## src/rtl/snake_engine.sv

```systemverilog
// Snake movement/growth core: segment coordinates, move tick, 2-entry direction queue, growth, collisions.
// Define SNAKE_WRAP_EN to make the head wrap around grid edges instead of dying at them.
module snake_engine #(
   parameter int GRID_W    = 44,
   parameter int GRID_H    = 27,
   parameter int MAX_LEN   = 22,
   parameter int START_LEN = 3,
   parameter int START_X   = 24,
   parameter int START_Y   = 14,
   parameter int TICK_DIV  = 10600000,
   localparam int XW = $clog2(GRID_W),
   localparam int YW = $clog2(GRID_H),
   localparam int LW = $clog2(MAX_LEN + 1)
) (
   input  logic                  clk,
   input  logic                  rst,
   input  logic                  start_i,
   input  logic                  dir_valid_i,
   input  logic [1:0]            dir_i,
   output logic                  dir_ready_o,
   input  logic                  grow_i,
   output logic [MAX_LEN*XW-1:0] snake_x_o,
   output logic [MAX_LEN*YW-1:0] snake_y_o,
   output logic [LW-1:0]         length_o,
   output logic                  move_tick_o,
   output logic [1:0]            state_o,
   output logic                  lose_o,
   output logic                  win_o
);
   localparam int CW = $clog2(TICK_DIV);

   typedef enum logic [1:0] {S_IDLE = 2'd0, S_RUN = 2'd1, S_DEAD = 2'd2, S_WIN = 2'd3} state_t;
   typedef logic [MAX_LEN-1:0][XW-1:0] segx_t;
   typedef logic [MAX_LEN-1:0][YW-1:0] segy_t;

   state_t          state_q, state_d;
   segx_t           seg_x_q, seg_x_d, init_x;
   segy_t           seg_y_q, seg_y_d, init_y;
   logic [LW-1:0]   len_q, len_d, pend_q, pend_d;
   logic [CW-1:0]   cnt_q, cnt_d;
   logic [1:0]      cur_dir_q, cur_dir_d;
   logic [1:0][1:0] qent_q, qent_d;
   logic [1:0]      qcnt_q, qcnt_d;
   logic            tick_q, tick_d;
   logic            lose_q, lose_d, win_q, win_d;

   logic [LW-1:0]   pend_inc, hit_lim;
   logic [1:0]      last_dir, mv_dir, qcnt_tmp;
   logic [XW-1:0]   nx;
   logic [YW-1:0]   ny;
   logic            move, push, growing, oob, hit;

   // Unused tail slots stack on the last live start segment so they stay on-grid.
   always_comb begin
      for (int i = 0; i < MAX_LEN; i++) begin
         init_x[i] = (i < START_LEN) ? XW'(START_X - i) : XW'(START_X - START_LEN + 1);
         init_y[i] = YW'(START_Y);
      end
   end

   assign dir_ready_o = (qcnt_q != 2'd2);
   assign snake_x_o   = seg_x_q;
   assign snake_y_o   = seg_y_q;
   assign length_o    = len_q;
   assign move_tick_o = tick_q;
   assign state_o     = state_q;
   assign lose_o      = lose_q;
   assign win_o       = win_q;

   always_comb begin
      state_d   = state_q;
      seg_x_d   = seg_x_q;
      seg_y_d   = seg_y_q;
      len_d     = len_q;
      cur_dir_d = cur_dir_q;
      qent_d    = qent_q;
      qcnt_d    = qcnt_q;
      tick_d    = 1'b0;
      nx        = seg_x_q[0];
      ny        = seg_y_q[0];
      oob       = 1'b0;
      hit       = 1'b0;

      pend_inc = (grow_i && (pend_q < LW'(MAX_LEN))) ? pend_q + LW'(1) : pend_q;
      pend_d   = pend_inc;

      move  = (state_q == S_RUN) && (cnt_q == CW'(TICK_DIV - 1));
      cnt_d = (state_q == S_RUN && !move) ? cnt_q + CW'(1) : '0;

      last_dir = (qcnt_q == 2'd0) ? cur_dir_q : ((qcnt_q == 2'd2) ? qent_q[1] : qent_q[0]);
      push     = dir_valid_i && dir_ready_o && (state_q == S_IDLE || state_q == S_RUN) &&
                 (dir_i != last_dir) && (dir_i != (last_dir ^ 2'b10));
      mv_dir   = (qcnt_q != 2'd0) ? qent_q[0] : cur_dir_q;

      // Pop before push so a same-cycle push lands in the freed slot.
      qcnt_tmp = qcnt_q;
      if (move && qcnt_q != 2'd0) begin
         cur_dir_d = qent_q[0];
         qent_d[0] = qent_q[1];
         qcnt_tmp  = qcnt_q - 2'd1;
      end
      if (push) begin
         qent_d[qcnt_tmp[0]] = dir_i;
         qcnt_d = qcnt_tmp + 2'd1;
      end else begin
         qcnt_d = qcnt_tmp;
      end

      case (mv_dir)
         2'd0: begin
            if (seg_x_q[0] == XW'(GRID_W - 1)) begin
`ifdef SNAKE_WRAP_EN
               nx = '0;
`else
               oob = 1'b1;
`endif
            end else nx = seg_x_q[0] + XW'(1);
         end
         2'd1: begin
            if (seg_y_q[0] == YW'(GRID_H - 1)) begin
`ifdef SNAKE_WRAP_EN
               ny = '0;
`else
               oob = 1'b1;
`endif
            end else ny = seg_y_q[0] + YW'(1);
         end
         2'd2: begin
            if (seg_x_q[0] == '0) begin
`ifdef SNAKE_WRAP_EN
               nx = XW'(GRID_W - 1);
`else
               oob = 1'b1;
`endif
            end else nx = seg_x_q[0] - XW'(1);
         end
         default: begin
            if (seg_y_q[0] == '0) begin
`ifdef SNAKE_WRAP_EN
               ny = YW'(GRID_H - 1);
`else
               oob = 1'b1;
`endif
            end else ny = seg_y_q[0] - YW'(1);
         end
      endcase

      // A non-growing move vacates the tail, so the tail cell is not a hazard.
      growing = (pend_inc != '0) && (len_q < LW'(MAX_LEN));
      hit_lim = growing ? len_q : len_q - LW'(1);
      for (int i = 0; i < MAX_LEN; i++) begin
         if ((LW'(i) < hit_lim) && seg_x_q[i] == nx && seg_y_q[i] == ny) hit = 1'b1;
      end

      if (move) begin
         tick_d = 1'b1;
         if (oob || hit) begin
            state_d = S_DEAD;
         end else begin
            for (int i = 1; i < MAX_LEN; i++) begin
               seg_x_d[i] = seg_x_q[i-1];
               seg_y_d[i] = seg_y_q[i-1];
            end
            seg_x_d[0] = nx;
            seg_y_d[0] = ny;
            if (growing) begin
               len_d  = len_q + LW'(1);
               pend_d = pend_inc - LW'(1);
               if (len_q + LW'(1) == LW'(MAX_LEN)) state_d = S_WIN;
            end
         end
      end

      if (start_i) begin
         state_d   = S_RUN;
         seg_x_d   = init_x;
         seg_y_d   = init_y;
         len_d     = LW'(START_LEN);
         pend_d    = '0;
         cnt_d     = '0;
         cur_dir_d = 2'd0;
         qcnt_d    = '0;
         tick_d    = 1'b0;
      end

      lose_d = (state_d == S_DEAD);
      win_d  = (state_d == S_WIN);
   end

   always_ff @(posedge clk) begin
      if (!rst) begin
         state_q   <= S_IDLE;
         seg_x_q   <= init_x;
         seg_y_q   <= init_y;
         len_q     <= LW'(START_LEN);
         pend_q    <= '0;
         cnt_q     <= '0;
         cur_dir_q <= 2'd0;
         qent_q    <= '0;
         qcnt_q    <= '0;
         tick_q    <= 1'b0;
         lose_q    <= 1'b0;
         win_q     <= 1'b0;
      end else begin
         state_q   <= state_d;
         seg_x_q   <= seg_x_d;
         seg_y_q   <= seg_y_d;
         len_q     <= len_d;
         pend_q    <= pend_d;
         cnt_q     <= cnt_d;
         cur_dir_q <= cur_dir_d;
         qent_q    <= qent_d;
         qcnt_q    <= qcnt_d;
         tick_q    <= tick_d;
         lose_q    <= lose_d;
         win_q     <= win_d;
      end
   end
endmodule

```

## config.mk

```make
export PLATFORM = sky130hd
export DESIGN_NAME = snake_engine
export DESIGN_NICKNAME = d
export VERILOG_FILES = /design/src/rtl/snake_engine.sv
export SDC_FILE = /design/constraint.sdc
export NUM_CORES = 1
export LEC_CHECK = 0
export BUFFER_PORTS_ARGS = -buffer_cell sky130_fd_sc_hd__buf_4
export CORE_MARGIN = 2
export CORE_UTILIZATION = 50
export CTS_CLUSTER_DIAMETER = 60
export DETAILED_ROUTE_END_ITERATION = 6
export GPL_TIMING_DRIVEN = 1
export PLACE_DENSITY = 0.72
export SYNTH_ARGS = -nofsm -noshare
export SYNTH_HDL_FRONTEND = slang
export SYNTH_SLANG_ARGS = --single-unit
```

## constraint.sdc

```tcl
create_clock -name clk -period 5.5 [get_ports clk]
set_clock_uncertainty 0.1 [all_clocks]
set_input_delay 0.275 -clock clk [delete_from_list [all_inputs] [get_ports clk]]
set_output_delay 0.275 -clock clk [all_outputs]
set_load 0.01 [all_outputs]
```

==> results_dict.tcl <==
set metrics [dict create \
    status "completed" \
    maxCapViolations 0 \
    synth_ff_type "dfxtp_1" \
    grt_overflow 0 \
    start_kind "register" \
    dr.pass1.iters 5 \
    cts_tree "done" \
    antenna_found_initial 0 \
    rrSetupSlack_ns 0.29 \
    seq_area_frac_synth_pct 37.1 \
    tns_ns 0 \
    num_rows 64 \
    nets 2053 \
    hold_viol 0 \
    drt_wl_total_mm 58.3 \
    cts.sinks 289 \
    critical_path_class "reg2reg" \
    wl_met2_mm 25.6 \
    setup_slack_ns 0.287 \
    endpoint "length_o[3]" \
    synthesis.nets 1779 \
    worst_slew_pin_slew_ns 0.916 \
    syn_area_per_cell_sq_um 8.89 \
    core_sq_um 30700 \
    final_max_slew_viol_count 0 \
    area_growth_pct 26.2 \
    crit_fanout 18 \
    worstRegToRegCells 16 \
    ios 260 \
    power.density_nw_per_um2 241 \
    synthCells 1756 \
    period_minus_slack_ns 5.21 \
    path_clk_slew_ns 0.06 \
    grt_max_degree 69 \
    synth_top_area_share_pct 37.1 \
    htree_levels 2 \
    ys_ff_latch 289 \
    r2r-end "length_o[3]" \
    yosys.area.top_type "dfxtp_1" \
    rsz0062_at_grt "no" \
    drt_iter0_drc 1475 \
    ys.warnings.count 0 \
    critPathRequiredTime_ns 5.77 \
    grt_pass1_wl_mm 87.9 \
    yosys-top-cells-count "dfxtp_1, mux2i_1, nand2_1, nor2_1, xnor2_1" \
    postRouteAntennaNets 0 \
    num_vias 14700 \
    synthMostInstantiatedCell "dfxtp_1" \
    die-area_sq_um 32600 \
    setup_viol 0 \
    ys_types 84 \
    top_layer "met4" \
    gp_congestion 1.01 \
    wl_met1_mm 25.5 \
    wl_met3_mm 5.21 \
    clk_latency_ns 0.53 \
    drc_errors 0 \
    fin_crit_sh_pct 94.8 \
    drive_gt1_share_pct 21.5 \
    synth_edf_count 0 \
    fillers 2606 \
    die_y_microns 181 \
    max_freq_mhz 192 \
    routedWlPerCell_microns 23.8 \
    startpoint "qcnt_q[0]" \
    cts_buffers 36 \
    leakagePower_nw 7.37 \
    post_drt_via_cell_ratio 6.01 \
    async_flop_share_pct 0 \
    grt_usage_pct 34.5 \
    critPathCaptureType "register" \
    port_buffers 259 \
    chipWidth_microns 181 \
    preCtsSetupSlack_ns 0.257 \
    worstHoldPathType "in2reg" \
    ys_top_cells_by_area "dfxtp_1, mux2i_1, xnor2_1" \
    start_util_pct 50.9 \
    clk_path_buf_depth 3 \
    diodes 0 \
    root_buffer "clkbuf_16" \
    crit_arrival_ns 5.49 \
    slew_headroom_pct 37.3 \
    netlist_area_sq_um 15600 \
    place_hpwl_mm 43.6 \
    grt_pass1_vias 14000 \
    reg2reg_from "qcnt_q[0]" \
    postCtsSetupBuffers 0 \
    worst_ir_drop_vdd_mv 0.222 \
]
## worst min-delay path by stage
stage | to | from | cells past startpoint
detailed placement | cnt_q[0] | cnt_q[0] | 1
finish | pend_q[1] | grow_i | 4
global placement | cnt_q[0] | cnt_q[0] | 1
CTS | pend_q[1] | grow_i | 4
floorplan | lose_o | start_i | 1
global route | pend_q[1] | grow_i | 4
## through the flow
stage / hold WS [ns] / instances / util [%] / power [mW] / cell area (sq um)
2_1_floorplan: 0.253 / 1756 / - / 2.23 / 15600
3_3_place_gp: 0.343 / 2382 / 59.9 / 2.26 / 18400
3_5_place_dp: 0.355 / 2382 / 59.9 / 2.27 / 18400
4_1_cts: 0.236 / 2452 / 64.2 / 4.77 / 19700
5_1_grt: 0.292 / 2452 / 64.2 / 4.88 / 19700
6_report: 0.253 / 2452 / 64.2 / 4.75 / 19700
## cells by family after synthesis
kind of cell | after synthesis | share of synthesized area (%)
muxes | 241 | 15.6
and+or+nand+nor | 625 | 19.0
xor gates and xnor gates | 233 | 13.4
AOI/OAI and AO/OA | 209 | 9.73
buffers and inverters | 143 | 3.97
DFF | 289 | 37.1
adders and majority gates | 16 | 1.28
## flip-flops by register name, summed over array words and instances (netlist names)
register / count
lose_o: 1
move_tick_o: 1
win_o: 1
snake_y_o: 110
snake_x_o: 132
pend_q: 5
qcnt_q: 2
length_o: 5
qent_q: 4
state_o: 2
cur_dir_q: 2
cnt_q: 24
## repair_timing
action / 4_1_cts / 5_1_grt
hold endpoints to repair: 7 / 0
endpoints found under the setup margin: 0 / 4
gates resized for setup: 0 / 1
hold buffers: 6 / 0
## cell usage in the layout, fill, tap and decap left out, drive strengths merged, types with 36 or more instances in the layout
cell	synthesis	layout
dfxtp	289	289
xor2	103	103
xnor2	128	128
nand2	195	195
clkbuf	60	46
nand3	51	51
nor2	197	197
buf	52	342
mux2i	234	234
a21oi	36	36
## final cells by class
cell class | instances | area (sq um) | area share [%]
tap | 396 | 495 | 2.52
clock inverter | 18 | 253 | 1.28
inverter | 31 | 116 | 0.591
sequential | 289 | 5790 | 29.4
timing repair buffer | 348 | 2780 | 14.1
multi-input combinational | 1324 | 9250 | 47.0
clock buffer | 46 | 1020 | 5.17
## power breakdown
part	internal [mW]	switching [mW]	total (mW)
clock	1.56	0.967	2.53
combinational	0.0403	0.0859	0.126
sequential	2.10	0.00397	2.10
## metal layers
layer	global-route usage [%]	vias to the layer above
met2	52.6	743
li1	-	6704
met5	0	-
met4	11.6	0
met1	49.2	7184
met3	5.94	113
## critical path, stage by stage (launching register included)
cell,delay (ns)
dfxtp_1,0.32
inv_1,0.12
ha_2,0.33
mux2_2,0.45
or4_1,0.55
o211ai_1,0.21
or2_2,0.24
buf_4,0.23
xor2_1,0.09
nand3_1,0.11
nor4_1,0.06
or4_1,0.49
or4_1,0.47
or4b_4,0.69
buf_4,0.25
o31ai_1,0.25
a21oi_1,0.10
No activity file was read; power rests on OpenSTA's default activity.
